[src/rtl/multicycle_control_unit.sv]
// rtl/multicycle_control_unit.sv - multi-cycle RV32I control FSM with a stallable unified memory port
module multicycle_control_unit #(
    parameter int DATA_WIDTH    = 32,
    parameter bit EN_BRANCH_EXT = 1'b1,
    parameter int MEM_TIMEOUT   = 15
) (
    input  logic                  clk,
    input  logic                  rst,
    input  logic [DATA_WIDTH-1:0] instr,
    input  logic                  mem_ready,
    input  logic                  EQ,
    input  logic                  LT,
    input  logic                  LTU,
    output logic                  mem_req,
    output logic                  mem_we,
    output logic                  AdrSrc,
    output logic                  RegWrite,
    output logic [3:0]            ALUctrl,
    output logic                  ALUsrc,
    output logic [2:0]            ImmSrc,
    output logic                  PCwrite,
    output logic [1:0]            PCsrc,
    output logic [1:0]            ResultSrc,
    output logic                  retire,
    output logic                  trap,
    output logic [1:0]            trap_cause,
    output logic [2:0]            state
);

    typedef enum logic [2:0] {
        S_FETCH  = 3'd0,
        S_DECODE = 3'd1,
        S_EXEC   = 3'd2,
        S_MEM    = 3'd3,
        S_WB     = 3'd4,
        S_TRAP   = 3'd5
    } state_t;

    localparam logic [3:0] ALU_SUM = 4'd0, ALU_SUB = 4'd1, ALU_AND = 4'd2, ALU_OR = 4'd3,
                           ALU_XOR = 4'd4, ALU_SLL = 4'd5, ALU_SRL = 4'd6, ALU_SRA = 4'd7,
                           ALU_SLT = 4'd8, ALU_SLTU = 4'd9;
    localparam logic [2:0] IMM_I = 3'd0, IMM_S = 3'd1, IMM_B = 3'd2, IMM_U = 3'd3, IMM_J = 3'd4;
    localparam logic [7:0] TMO_LIMIT = 8'(MEM_TIMEOUT);

    state_t      st, st_nxt;
    logic [31:0] ir;
    logic [7:0]  tmo_cnt;

    logic [6:0] opcode;
    logic [2:0] funct3;
    logic       funct7b5;
    logic       is_r, is_i, is_load, is_store, is_branch, is_jal, is_jalr, is_lui;
    logic       br_legal, legal, br_taken, stalled, timed_out, req;
    logic [3:0] alu_op;
    logic       unused_ir;

    assign opcode    = ir[6:0];
    assign funct3    = ir[14:12];
    assign funct7b5  = ir[30];
    assign unused_ir = ^{ir[31], ir[29:15], ir[11:7]};

    assign is_r      = (opcode == 7'b0110011);
    assign is_i      = (opcode == 7'b0010011);
    assign is_load   = (opcode == 7'b0000011);
    assign is_store  = (opcode == 7'b0100011);
    assign is_branch = (opcode == 7'b1100011);
    assign is_jal    = (opcode == 7'b1101111);
    assign is_jalr   = (opcode == 7'b1100111);
    assign is_lui    = (opcode == 7'b0110111);

    // funct3 010/011 are not branches at all; 1xx are the extended compares
    assign br_legal = (funct3[2:1] == 2'b00) || (EN_BRANCH_EXT && funct3[2]);
    assign legal    = is_r || is_i || is_load || is_store || (is_branch && br_legal)
                    || is_jal || is_jalr || is_lui;

    always_comb begin
        alu_op = ALU_SUM;
        case (funct3)
            3'b000:  alu_op = (is_r && funct7b5) ? ALU_SUB : ALU_SUM;
            3'b001:  alu_op = ALU_SLL;
            3'b010:  alu_op = ALU_SLT;
            3'b011:  alu_op = ALU_SLTU;
            3'b100:  alu_op = ALU_XOR;
            3'b101:  alu_op = funct7b5 ? ALU_SRA : ALU_SRL;
            3'b110:  alu_op = ALU_OR;
            default: alu_op = ALU_AND;
        endcase
    end

    always_comb begin
        br_taken = 1'b0;
        case (funct3)
            3'b000:  br_taken = EQ;
            3'b001:  br_taken = !EQ;
            3'b100:  br_taken = LT;
            3'b101:  br_taken = !LT;
            3'b110:  br_taken = LTU;
            3'b111:  br_taken = !LTU;
            default: br_taken = 1'b0;
        endcase
    end

    assign req       = (st == S_FETCH) || (st == S_MEM);
    assign stalled   = req && !mem_ready;
    assign timed_out = stalled && ((tmo_cnt + 8'd1) == TMO_LIMIT);

    always_comb begin
        st_nxt = st;
        case (st)
            S_FETCH:  if (mem_ready) st_nxt = S_DECODE;
                      else if (timed_out) st_nxt = S_TRAP;
            S_DECODE: if (!legal) st_nxt = S_TRAP;
                      else if (is_lui) st_nxt = S_WB;
                      else st_nxt = S_EXEC;
            S_EXEC:   if (is_r || is_i) st_nxt = S_WB;
                      else if (is_load || is_store) st_nxt = S_MEM;
                      else st_nxt = S_FETCH;
            S_MEM:    if (mem_ready) st_nxt = is_load ? S_WB : S_FETCH;
                      else if (timed_out) st_nxt = S_TRAP;
            S_WB:     st_nxt = S_FETCH;
            default:  st_nxt = S_TRAP;
        endcase
    end

    always_ff @(posedge clk) begin
        if (rst) begin
            st         <= S_FETCH;
            ir         <= '0;
            tmo_cnt    <= '0;
            trap       <= 1'b0;
            trap_cause <= 2'd0;
        end else begin
            st <= st_nxt;
            if (st == S_FETCH && mem_ready)
                ir <= instr[31:0];
            if (mem_ready || st_nxt != st)
                tmo_cnt <= '0;
            else if (stalled)
                tmo_cnt <= tmo_cnt + 8'd1;
            if (st == S_DECODE && !legal) begin
                trap       <= 1'b1;
                trap_cause <= 2'd1;
            end else if (timed_out) begin
                trap       <= 1'b1;
                trap_cause <= 2'd2;
            end
        end
    end

    // Moore outputs from state and IR; branch PCsrc and MEM completion follow live inputs
    always_comb begin
        mem_req   = 1'b0;
        mem_we    = 1'b0;
        AdrSrc    = 1'b0;
        RegWrite  = 1'b0;
        ALUctrl   = ALU_SUM;
        ALUsrc    = 1'b0;
        ImmSrc    = IMM_I;
        PCwrite   = 1'b0;
        PCsrc     = 2'd0;
        ResultSrc = 2'd0;
        retire    = 1'b0;
        case (st)
            S_FETCH: mem_req = 1'b1;
            S_EXEC: begin
                if (is_r || is_i) begin
                    ALUctrl = alu_op;
                    ALUsrc  = is_i;
                end else if (is_load || is_store) begin
                    ALUsrc = 1'b1;
                    ImmSrc = is_store ? IMM_S : IMM_I;
                end else if (is_branch) begin
                    ALUctrl = ALU_SUB;
                    ImmSrc  = IMM_B;
                    PCwrite = 1'b1;
                    PCsrc   = br_taken ? 2'd1 : 2'd0;
                    retire  = 1'b1;
                end else if (is_jal) begin
                    ImmSrc    = IMM_J;
                    ResultSrc = 2'd2;
                    RegWrite  = 1'b1;
                    PCwrite   = 1'b1;
                    PCsrc     = 2'd1;
                    retire    = 1'b1;
                end else if (is_jalr) begin
                    ALUsrc    = 1'b1;
                    ResultSrc = 2'd2;
                    RegWrite  = 1'b1;
                    PCwrite   = 1'b1;
                    PCsrc     = 2'd2;
                    retire    = 1'b1;
                end
            end
            S_MEM: begin
                mem_req = 1'b1;
                AdrSrc  = 1'b1;
                mem_we  = is_store;
                ALUsrc  = 1'b1;
                ImmSrc  = is_store ? IMM_S : IMM_I;
                if (is_store && mem_ready) begin
                    PCwrite = 1'b1;
                    retire  = 1'b1;
                end
            end
            S_WB: begin
                RegWrite = 1'b1;
                PCwrite  = 1'b1;
                retire   = 1'b1;
                if (is_load) begin
                    ResultSrc = 2'd1;
                end else if (is_lui) begin
                    ResultSrc = 2'd3;
                    ImmSrc    = IMM_U;
                end else begin
                    ALUctrl = alu_op;
                    ALUsrc  = is_i;
                end
            end
            default: ;
        endcase
    end

    assign state = st;

endmodule
[config.mk]
export PLATFORM = sky130hd
export DESIGN_NAME = multicycle_control_unit
export DESIGN_NICKNAME = d
export VERILOG_FILES = /design/src/rtl/multicycle_control_unit.sv
export SDC_FILE = /design/constraint.sdc
export NUM_CORES = 1
export LEC_CHECK = 0
export ABC_AREA = 0
export CAP_MARGIN = 40
export CORE_UTILIZATION = 40
export DETAILED_ROUTE_END_ITERATION = 10
export PLACE_DENSITY = 0.7
export SYNTH_ARGS = -nofsm -noshare
export SYNTH_HDL_FRONTEND = slang
export SYNTH_SLANG_ARGS = --single-unit
[constraint.sdc]
create_clock -name clk -period 2.9 [get_ports clk]
set_input_delay 0.29 -clock clk [delete_from_list [all_inputs] [get_ports clk]]
set_output_delay 0.29 -clock clk [all_outputs]
set_load 0.01 [all_outputs]
==> key figures <==
STA
  – Final Hold Violating Endpoints: 0
  – Min Tclk post-route: 2.72 ns
  – Max Clk Rate: 367 MHz
  – Min setup slack post-route: 0.178 ns
  – Tightest Pin Transition: 0.666 ns
  – Final TNS setup: 0 ns
  – Setup Skew: 0.00162 ns
  – RSZ-0062 raised after global routing: false
  – Setup-failing EPs final: 0
  – Slew headroom: 55.3%
  – Max-slew violations: 0
  – Fin crit share: 93.9%

Synthesis
  – Share of synthesized registers carrying an async set or reset: 0%
  – Yosys reg bits: 25
  – Post-synth EDFFs: 0
  – Synth Warn #: 0
  – Post-Syn Instances: 235
  – Seq/Total Area, Yosys: 29.2%
  – Syn Area/Cell: 7.29 um2
  – Yosys cell types: 55
  – Primary FF master, synth: dfxtp_1
  – Syn_nets: 275
  – Mapped Area: 1710 um2

Final layout
  – Share of layout cells above drive strength 1: 8.58%
  – Antenna Cells: 0
  – Area Overhead vs Synth: 27.9%
  – Nets@finish: 309
  – Final Util: 54.0%

Global routing
  – GRT Overall Usage: 18.8%
  – First-pass GRT wire length: 6580 um
  – Initial antenna violation count: 0
  – Global route overflow: 0
  – Vias in the first global route: 1471
  – Largest net degree at the start of global routing: 20

Hold path
  – Hold Path Class: reg2reg

Placement
  – RD Place Congestion: 0.844
  – PortBufs: 40
  – Setup Slack @ Placement: 0.447 ns
  – Post-DP HPWL: 2910 um

CTS
  – H-tree levels: 1
  – CTS tree: done
  – Root buffer cell: clkbuf_8
  – Clk slew on worst S/H paths: 0.08 ns
  – CTS max path bufs: 2
  – Clock insertion delay at the later pin of the skew report: 0.26 ns
  – CTS Buf Count: 3
  – Number of post-CTS setup repair buffers: 0
  – TritonCTS Sinks: 25

Detailed routing
  – Drt pass-1 iters: 4
  – Post-DRT Antenna Nets: 0
  – DR iter-0 viols: 110
  – Remaining DRCs: 0
  – Routed len/inst: 12.2 um
  – Vias: 1707
  – Routed Wire Length: 3880 um
  – Via-to-Cell Ratio: 5.37

Power and ir drop
  – Pwr Total: 0.842 mW
  – Worst vdd ir: 0.194 mV
  – Pwr dens: 384 nW/um2
  – Pleak: 0.803 nW

Setup path
  – Worst Path Arrival: 2.43 ns
  – Crit path max fanout: 12
  – Setup CP Type: reg2out
  – R2r setup slk: 0.82 ns
  – Startpoint types: register
  – Critical path capture point type: primary output
  – CP Data Required Time: 2.61 ns

Outcome
  – Outcome: finished, final reports clean

Floorplan
  – Chip Height: 67.4 um
  – Die area: 4550 um2
  – Row cnt: 23
  – I/O pin count: 62
  – Core box area: 4060 um2
  – Die Wd: 67.4 um
  – Starting density of the core: 42.2%

Flow run
  – Max-cap violations: 0
## worst paths after layout
kind	from	end	cells after the start
max	state[1]	ALUctrl[2]	6
max reg2reg	state[0]	state[0]	5
min reg2reg	ir[30]	ir[30]	2
min	ir[30]	ir[30]	2
## cells by family (layout without fill, tap and decap cells)
group	count (synthesis)	after routing	share of synthesized area (%)
xor gates and xnor gates	11	11	5.62
and+or+nand+nor	115	115	35.6
adders and majority gates	3	3	2.05
muxes	2	2	1.17
DFF	25	25	29.2
buffers and inverters	25	58	6.43
AOI/OAI and AO/OA	54	54	19.9
## worst max-delay path, cell delays in order, from the launching register on
cell             delay, ns
dfxtp_1               0.43
nor2_1                0.29
and2_1                0.27
o21ai_1               0.09
a211o_1               0.35
nor3_1                0.18
clkdlybuf4s50_1       0.55
## report_power, final
| part | internal, mW | switching, mW | total (mW) |
|---|---|---|---|
| clock | 0.0981 | 0.103 | 0.201 |
| sequential | 0.367 | 0.0477 | 0.415 |
| combinational | 0.117 | 0.109 | 0.226 |
## registers in the layout (all words and copies together), names as in the netlist
| register | count |
|---|---|
| ir | 11 |
| tmo_cnt | 8 |
| state | 3 |
| trap_cause | 2 |
| trap | 1 |
## cell usage in the layout (no fill, tap or decap), types with 2 or more instances in the layout
cell	instances
a211o_1	2
a21o_1	2
a21oi_1	23
a31oi_1	2
and2_1	3
and3_1	6
and4_1	2
buf_4	7
clkbuf_8	3
clkdlybuf4s50_1	40
dfxtp_1	24
ha_1	2
inv_1	6
mux2i_1	2
nand2_1	42
nand2b_1	3
nand3_1	6
nand3b_1	2
nand4_1	3
nor2_1	22
nor2b_1	3
nor3_1	5
nor3_2	5
nor4_1	2
o21a_1	2
o21ai_0	4
o21ai_1	5
o22ai_1	3
or3_1	2
xnor2_1	3
xor2_1	8
## metrics by stage
stage | cells | cell area [um2] | hold slack (ns)
floorplan | 235 | 1710 | 0.426
detailed placement | 314 | 2140 | 0.454
CTS | 318 | 2190 | 0.466
global placement | 314 | 2140 | 0.446
global route | 318 | 2190 | 0.494
finish | 318 | 2190 | 0.460
## cells in the mapped netlist (3+ instances only)
master    count  share of area [%]
a21oi_1      23                6.7
and2_1        3                1.1
and3_1        6                2.2
buf_2         4                1.2
clkbuf_1     11                2.4
dfxtp_1      25                 29
inv_1         6                1.3
nand2_1      42                9.2
nand2b_1      3                1.1
nand3_1       6                1.8
nand4_1       3                1.1
nor2_1       22                4.8
nor2b_1       3                1.1
nor3_1        5                1.5
nor3_2        5                2.9
o21ai_0       4                1.2
o21ai_1       5                1.5
o22ai_1       3                1.1
xnor2_1       3                1.5
xor2_1        8                4.1
## per-layer routing
metal / wire, um / vias up / GRT usage (%)
li1: - / 894 / -
met5: 0 / - / 0
met3: 177 / 4 / 2.03
met2: 1600 / 44 / 28.5
met1: 2050 / 765 / 27.3
met4: 55 / 0 / 6.38
## cell type report
class | instances | area (um2)
Clock buffer | 4 | 45.0
Fill cell | 397 | 1870
Inverter | 7 | 26.3
Multi-Input combinational cell | 185 | 1100
Sequential cell | 25 | 502
Tap cell | 50 | 62.6
Timing Repair Buffer | 47 | 453
## timing repair
item | CTS | global route
setup endpoints to repair | 0 | 2
resized for setup | 0 | 1
hold buffers | 0 | 0
No activity file was read; power rests on OpenSTA's default activity.
